$ cat src/rtl/bit_position_decoder_pkg.sv
// Shared constants, state encoding and the lowest-set-bit helper for the
// bit position decoder.
package bit_position_decoder_pkg;

   localparam int DEFAULT_WIDTH = 32;
   localparam int DEFAULT_POS_W = 6;

   // Position code meaning "no bit set"; equal to the word width.
   localparam logic [DEFAULT_POS_W-1:0] NO_BIT = DEFAULT_POS_W'(DEFAULT_WIDTH);

   typedef enum logic [0:0] {
      ACCUM = 1'b0,
      HOLD  = 1'b1
   } state_t;

   function automatic logic [DEFAULT_POS_W-1:0] lowest_set(input logic [DEFAULT_WIDTH-1:0] w);
      logic [DEFAULT_POS_W-1:0] r;
      r = NO_BIT;
      for (int i = DEFAULT_WIDTH - 1; i >= 0; i--) begin
         if (w[i]) r = DEFAULT_POS_W'(i);
      end
      return r;
   endfunction

endpackage

$ cat src/rtl/bit_position_decoder_if.sv
// Beat input and word output handshake bundle of the bit position decoder.
// Both sides are valid/ready: a transfer happens on a rising edge where valid and
// ready are both 1; valid holds its payload until that edge, ready may change freely.
interface bit_position_decoder_if #(
   parameter int WIDTH = 32,
   parameter int POS_W = 6
);
   logic             in_valid;
   logic             in_ready;
   logic [POS_W-1:0] in_pos;
   logic             in_last;
   logic             out_valid;
   logic             out_ready;
   logic [WIDTH-1:0] out_word;
   logic [POS_W-1:0] out_min_pos;
   logic [POS_W-1:0] out_count;
   logic             out_dup;
   logic             out_range_err;

   modport master (
      output in_valid, in_pos, in_last, out_ready,
      input  in_ready, out_valid, out_word, out_min_pos, out_count, out_dup, out_range_err
   );

   modport slave (
      input  in_valid, in_pos, in_last, out_ready,
      output in_ready, out_valid, out_word, out_min_pos, out_count, out_dup, out_range_err
   );
endinterface

$ cat src/rtl/bit_position_decoder.sv
// Assembles a word from a stream of bit-position beats, then holds it with its
// lowest set position, distinct-bit count and duplicate/range flags until taken.
module bit_position_decoder
   import bit_position_decoder_pkg::*;
#(
   parameter int WIDTH = DEFAULT_WIDTH,
   parameter int POS_W = DEFAULT_POS_W
) (
   input  logic                  clk,
   input  logic                  rst_n,
   bit_position_decoder_if.slave bus,
   output state_t                state
);

   localparam int IDX_W = $clog2(WIDTH);

   state_t           state_q, state_d;
   logic [WIDTH-1:0] word_q;
   logic [POS_W-1:0] count_q;
   logic             dup_q;
   logic             range_q;
   logic             accept;
   logic             take;
   logic [IDX_W-1:0] idx;

   assign accept = bus.in_valid && (state_q == ACCUM);
   assign take   = bus.out_ready && (state_q == HOLD);
   assign idx    = bus.in_pos[IDX_W-1:0];

   always_ff @(posedge clk or negedge rst_n) begin
      if (!rst_n) state_q <= ACCUM;
      else        state_q <= state_d;
   end

   always_comb begin
      state_d       = state_q;
      bus.in_ready  = 1'b0;
      bus.out_valid = 1'b0;
      case (state_q)
         ACCUM: begin
            bus.in_ready = 1'b1;
            if (bus.in_valid && bus.in_last) state_d = HOLD;
         end
         HOLD: begin
            bus.out_valid = 1'b1;
            if (bus.out_ready) state_d = ACCUM;
         end
         default: state_d = ACCUM;
      endcase
   end

   // Positions below NO_BIT are data, NO_BIT itself is the empty marker,
   // anything above is flagged but otherwise ignored.
   always_ff @(posedge clk or negedge rst_n) begin
      if (!rst_n) begin
         word_q  <= '0;
         count_q <= '0;
         dup_q   <= 1'b0;
         range_q <= 1'b0;
      end else if (take) begin
         word_q  <= '0;
         count_q <= '0;
         dup_q   <= 1'b0;
         range_q <= 1'b0;
      end else if (accept) begin
         if (bus.in_pos < NO_BIT) begin
            if (word_q[idx]) begin
               dup_q <= 1'b1;
            end else begin
               word_q[idx] <= 1'b1;
               count_q     <= count_q + POS_W'(1);
            end
         end else if (bus.in_pos > NO_BIT) begin
            range_q <= 1'b1;
         end
      end
   end

   // The minimum of all set positions is exactly the lowest set bit of the word.
   assign bus.out_word      = word_q;
   assign bus.out_min_pos   = lowest_set(word_q);
   assign bus.out_count     = count_q;
   assign bus.out_dup       = dup_q;
   assign bus.out_range_err = range_q;
   assign state             = state_q;

endmodule

$ cat src/flat_wrapper.sv
// flat-port wrapper written by rule: the top's interface ports become plain ports
module bit_position_decoder_flat import bit_position_decoder_pkg::*;
#(
   parameter int WIDTH = DEFAULT_WIDTH,
   parameter int POS_W = DEFAULT_POS_W
)
  (clk, rst_n, state, bus_in_valid, bus_in_pos, bus_in_last, bus_out_ready, bus_in_ready, bus_out_valid, bus_out_word, bus_out_min_pos, bus_out_count, bus_out_dup, bus_out_range_err);
  bit_position_decoder_if #(.WIDTH(WIDTH), .POS_W(POS_W)) bus_i ();
  input  logic clk;
  input  logic rst_n;
  output state_t state;
  input wire logic [$bits(bus_i.in_valid)-1:0] bus_in_valid;
  input wire logic [$bits(bus_i.in_pos)-1:0] bus_in_pos;
  input wire logic [$bits(bus_i.in_last)-1:0] bus_in_last;
  input wire logic [$bits(bus_i.out_ready)-1:0] bus_out_ready;
  output wire logic [$bits(bus_i.in_ready)-1:0] bus_in_ready;
  output wire logic [$bits(bus_i.out_valid)-1:0] bus_out_valid;
  output wire logic [$bits(bus_i.out_word)-1:0] bus_out_word;
  output wire logic [$bits(bus_i.out_min_pos)-1:0] bus_out_min_pos;
  output wire logic [$bits(bus_i.out_count)-1:0] bus_out_count;
  output wire logic [$bits(bus_i.out_dup)-1:0] bus_out_dup;
  output wire logic [$bits(bus_i.out_range_err)-1:0] bus_out_range_err;
  assign bus_i.in_valid = bus_in_valid;
  assign bus_i.in_pos = bus_in_pos;
  assign bus_i.in_last = bus_in_last;
  assign bus_i.out_ready = bus_out_ready;
  assign bus_in_ready = bus_i.in_ready;
  assign bus_out_valid = bus_i.out_valid;
  assign bus_out_word = bus_i.out_word;
  assign bus_out_min_pos = bus_i.out_min_pos;
  assign bus_out_count = bus_i.out_count;
  assign bus_out_dup = bus_i.out_dup;
  assign bus_out_range_err = bus_i.out_range_err;
  bit_position_decoder #(.WIDTH(WIDTH), .POS_W(POS_W)) u_core (.clk(clk), .rst_n(rst_n), .bus(bus_i), .state(state));
endmodule
$ cat config.mk
export PLATFORM = sky130hd
export DESIGN_NAME = bit_position_decoder_flat
export DESIGN_NICKNAME = d
export VERILOG_FILES = /design/src/rtl/bit_position_decoder_pkg.sv /design/src/rtl/bit_position_decoder_if.sv /design/src/rtl/bit_position_decoder.sv /design/src/flat_wrapper.sv
export SDC_FILE = /design/constraint.sdc
export NUM_CORES = 1
export LEC_CHECK = 0
export BUFFER_PORTS_ARGS = -buffer_cell sky130_fd_sc_hd__buf_2
export CAP_MARGIN = 20
export CELL_PAD_IN_SITES_DETAIL_PLACEMENT = 1
export CELL_PAD_IN_SITES_GLOBAL_PLACEMENT = 1
export CORE_MARGIN = 2
export CORE_UTILIZATION = 26
export CTS_CLUSTER_DIAMETER = 100
export CTS_CLUSTER_SIZE = 28
export DETAILED_ROUTE_END_ITERATION = 8
export PLACE_DENSITY = 0.62
export SLEW_MARGIN = 20
export SYNTH_ARGS = -nofsm -noshare
export SYNTH_HDL_FRONTEND = slang
export SYNTH_SLANG_ARGS = --single-unit
$ cat constraint.sdc
create_clock -name clk -period 3.3 [get_ports clk]
set_clock_uncertainty 0.2 [all_clocks]
set_input_delay 0.165 -clock clk [delete_from_list [all_inputs] [get_ports clk]]
set_output_delay 0.165 -clock clk [all_outputs]
set_load 0.05 [all_outputs]
==> impl_summary.md <==
Status
The run finished with clean final reports.

Global routing
The global-route congestion overflow total is 0. The first global-routing pass estimated 12900 um of wire. The largest net degree at the start of global routing is 42. The initial antenna violation count is 0. The via count of the first global-routing pass is 2363. For this run, the total global-route usage over all layers was measured as 16.7%.

Power and ir drop
Net switching is 43.1% of the power. The worst-case IR drop observed on VDD is 0.315 mV. For this design the ratio of total power to cell area is 528 nW/um^2. In this run, flip-flops and latches consume 39.6% of the power. For this design the total switching power over the nets is 0.000648 W. In this run the static leakage power is 1.34 nW. Combinational logic is responsible for 38.5% of the overall power. The share of power burned in the clock network is 21.9%. The cell-internal power is 0.000854 W.

Worst setup path
The startpoint class of the critical path is a flip-flop. The required arrival time at the worst endpoint is 3.30 ns. The setup check on the worst reg-to-reg path leaves a slack of 0.57 ns.

STA classifies the critical path endpoint as a flip-flop. The critical path startpoint is u_core.bus.out_word[27]. The capturing instance or port of the critical path is u_core.bus.out_word[24].

STA puts the critical path data arrival time at 2.73 ns. The reg-to-reg critical path endpoint is u_core.bus.out_word[24]. The number of cells on the worst reg-to-reg path is 7. The origin of the critical flop-to-flop path is u_core.bus.out_word[27].

In this run the worst path has a maximum fanout of 18. The kind of critical path is flip-flop to flip-flop.

Synthesis
The mean area per synthesized cell is 8.97 um^2. The number of nets handed over by synthesis was 274. The commonest cells after synthesis are sky130_fd_sc_hd__dfrtp_1, sky130_fd_sc_hd__nand2_1, sky130_fd_sc_hd__nor2_1. Counting flops with an async set or reset pin after synthesis yields a share of 100%.

The synthesis-stage register bit count is 41. In this run, synthesis inferred 0 flip-flops with an integrated enable. The most used flip-flop cell after synthesis is sky130_fd_sc_hd__dfrtp_1. In this run, distinct cell masters in the synthesized netlist total 51. The fraction of post-synthesis cell area in the top cell type by area is 43.6%.

The total standard cell area after synthesis is 2350 um^2. Yosys printed 0 warnings. Among all cell types in the netlist, the one instantiated most often is sky130_fd_sc_hd__dfrtp_1.

Sorting the synthesized cells by area gives the leading types as sky130_fd_sc_hd__dfrtp_1, sky130_fd_sc_hd__mux4_2, sky130_fd_sc_hd__nand2_1. The part of the Yosys area used for sequential elements is 43.6%. The post-synthesis cell count is 262. The largest area contributor in the synthesized netlist is sky130_fd_sc_hd__dfrtp_1.

Floorplan
The area of the core is 8760 um^2. 60 I/O pins were placed. The die covers 9820 um^2. The starting utilization of the core area is 26.8%.

The floorplan has 34 rows. The die extent in x is 99.1 um. The die boundary height is 99.1 um.

Drt
The average detailed-routed wire length per instance is 18.3 um. After the first detailed-routing iteration, the DRC count stood at 137. The routed layout has 2298 vias. After detailed routing, the total wire length is 7870 um. The first TritonRoute pass finished after 4 iterations. Using the TritonRoute via totals, the vias-per-cell ratio works out to 5.36. The residual antenna-violating net count after detailed routing is 0.

After detailed routing, the number of remaining DRC violations is 0.

Layout
The number of antenna diodes in the final layout is 0. The final net count is 333. The layout has 1066 filler cells.

The fraction of final layout cells sized beyond drive strength 1 is 24.0%. Measured on the finished design, the core utilization comes to 32.5%. The area growth from synthesis to layout is 21.0%.

Clocking
Counting the buffers created by CTS gives 5. The clock tree from TritonCTS is yes. The clock reaches the later pin of the worst-skew pair after 0.29 ns. The quantity of gates resized following cts is 0. The number of levels in the clock H-tree is 2. Clock-pin slew was measured on the worst setup and hold paths at 0.08 ns. The number of buffers between clock root and the deepest sink is 2. The number of clock sinks is 41.

The root buffer cell chosen for the clock tree is sky130_fd_sc_hd__clkbuf_8.

Place
The count of buffers added on input and output ports is 59. The weighted congestion reported at the end of routability-driven placement is 0.847. The detailed-placement wirelength estimate is 5860 um.

Timing
The headroom to the max-slew limit is 40.0%. The count of pins over their slew limit is 0. The worst path uses 82.6% of the clock period. The slew at the pin closest to its max-slew limit is 0.900 ns. For this run, the top clock speed supported by timing is 367 MHz. Setup repair after global routing left no endpoint under its margin. The total count of hold-check failures in the final report is 0.

After layout, the minimum clock period comes to 2.73 ns. In the final timing run, aggregate negative setup slack is 0 ns. The worst hold-check slack is 0.0957 ns.

The count of endpoints failing setup in the final report is 0.

Hold path
The startpoint identified for the worst hold timing path is bus_in_valid. The worst hold path class is input port to flip-flop. The worst hold path passes through 3 cells.

Run
The max-cap violation count is 0.
==> stage by stage <==
| step | setup slack [ns] | cell area (um^2) | power [W] | instances |
|---|---|---|---|---|
| detailed placement | 0.482 | 2730 | 0.00118 | 419 |
| floorplan | 0.167 | 2350 | 0.00103 | 262 |
| CTS | 0.561 | 2850 | 0.00152 | 429 |
| global placement | 0.559 | 2730 | 0.00118 | 419 |
| finish | 0.573 | 2850 | 0.00150 | 429 |
| global route | 0.351 | 2850 | 0.00159 | 429 |
==> area by class of cell <==
cell class              count  area (um^2)  share of cell area, %
repair buffers             65          360                   12.7
clock buffers               7         86.3                   3.03
inverters                  11         41.3                   1.45
flip-flops and latches     41         1030                   36.1
multi-input cells         197         1200                   42.0
well taps                 108          135                   4.75
==> logic make-up after synthesis <==
group	share of synthesized area, %
flip-flops	43.6
AO/OA/AOI/OAI	18.6
multiplexers	7.98
adder cells (fa/ha/maj)	0.532
AND/OR/NAND/NOR	23.4
XOR/XNOR	0.373
buffers and inverters	5.48
==> state kept, by name, indices dropped and copies added, names as in the netlist <==
register / cells
u_core.bus.out_count: 6
u_core.bus.out_dup: 1
u_core.state: 1
u_core.bus.out_range_err: 1
u_core.bus.out_word: 32
==> placed cells by master, fill, tap and decap left out, types with 2 or more instances in the layout <==
cell type / count
sky130_fd_sc_hd__buf_2: 59
sky130_fd_sc_hd__dfrtp_1: 41
sky130_fd_sc_hd__nand2_1: 33
sky130_fd_sc_hd__nor2_1: 30
sky130_fd_sc_hd__o21ai_0: 20
sky130_fd_sc_hd__a21oi_1: 16
sky130_fd_sc_hd__inv_1: 11
sky130_fd_sc_hd__nor4_1: 9
sky130_fd_sc_hd__o21ai_1: 8
sky130_fd_sc_hd__nand3_1: 7
sky130_fd_sc_hd__nor3_1: 7
sky130_fd_sc_hd__mux4_2: 6
sky130_fd_sc_hd__clkbuf_8: 6
sky130_fd_sc_hd__a31oi_1: 5
sky130_fd_sc_hd__nand2b_1: 4
sky130_fd_sc_hd__a32o_1: 4
sky130_fd_sc_hd__o22ai_1: 4
sky130_fd_sc_hd__or4_1: 3
sky130_fd_sc_hd__and3_1: 3
sky130_fd_sc_hd__mux2i_1: 3
sky130_fd_sc_hd__dlygate4sd3_1: 3
sky130_fd_sc_hd__o31ai_1: 2
sky130_fd_sc_hd__nor2b_1: 2
sky130_fd_sc_hd__mux2_2: 2
sky130_fd_sc_hd__a22o_1: 2
sky130_fd_sc_hd__nor3b_1: 2
sky130_fd_sc_hd__and2_1: 2
sky130_fd_sc_hd__and4_1: 2
sky130_fd_sc_hd__nand3b_1: 2
sky130_fd_sc_hd__buf_4: 2
==> power by group through the flow <==
stage | Sequential (W) | Combinational [W] | Clock [W]
6_report | 0.000595 | 0.000578 | 0.000329
5_1_grt | 0.000601 | 0.000623 | 0.000368
4_1_cts | 0.000594 | 0.000587 | 0.000341
3_5_place_dp | 0.000604 | 0.000579 | 0
3_3_place_gp | 0.000602 | 0.000576 | 0
2_1_floorplan | 0.000713 | 0.000318 | 0
==> worst min-delay path by stage <==
stage	endpoint	slack [ns]
floorplan	u_core.bus.out_count[0]	-0.33
global placement	u_core.bus.out_word[27]	0.15
detailed placement	u_core.bus.out_word[27]	0.15
CTS	u_core.bus.out_dup	0.08
global route	u_core.bus.out_range_err	0.11
finish	u_core.bus.out_range_err	0.1
==> critical path, cell delays in order, from the launching register on <==
cell                       delay [ns]
sky130_fd_sc_hd__dfrtp_1         0.49
sky130_fd_sc_hd__mux4_2          0.50
sky130_fd_sc_hd__a22o_1          0.22
sky130_fd_sc_hd__a21oi_1         0.25
sky130_fd_sc_hd__and4_1          0.43
sky130_fd_sc_hd__buf_12          0.19
sky130_fd_sc_hd__nand3b_1        0.15
sky130_fd_sc_hd__o21ai_0         0.20
==> metal layers <==
layer / track usage (%) / share of wire [%]
met5: 0 / 0
met4: 6.43 / 2.4
met3: 2.53 / 4.5
met2: 25.9 / 46
met1: 23.6 / 47
==> timing repair <==
action,4_1_cts,5_1_grt
hold endpoints to repair,42,0
buffers inserted,0,0
hold buffers,3,0
Power figures use the tool's default switching activity.
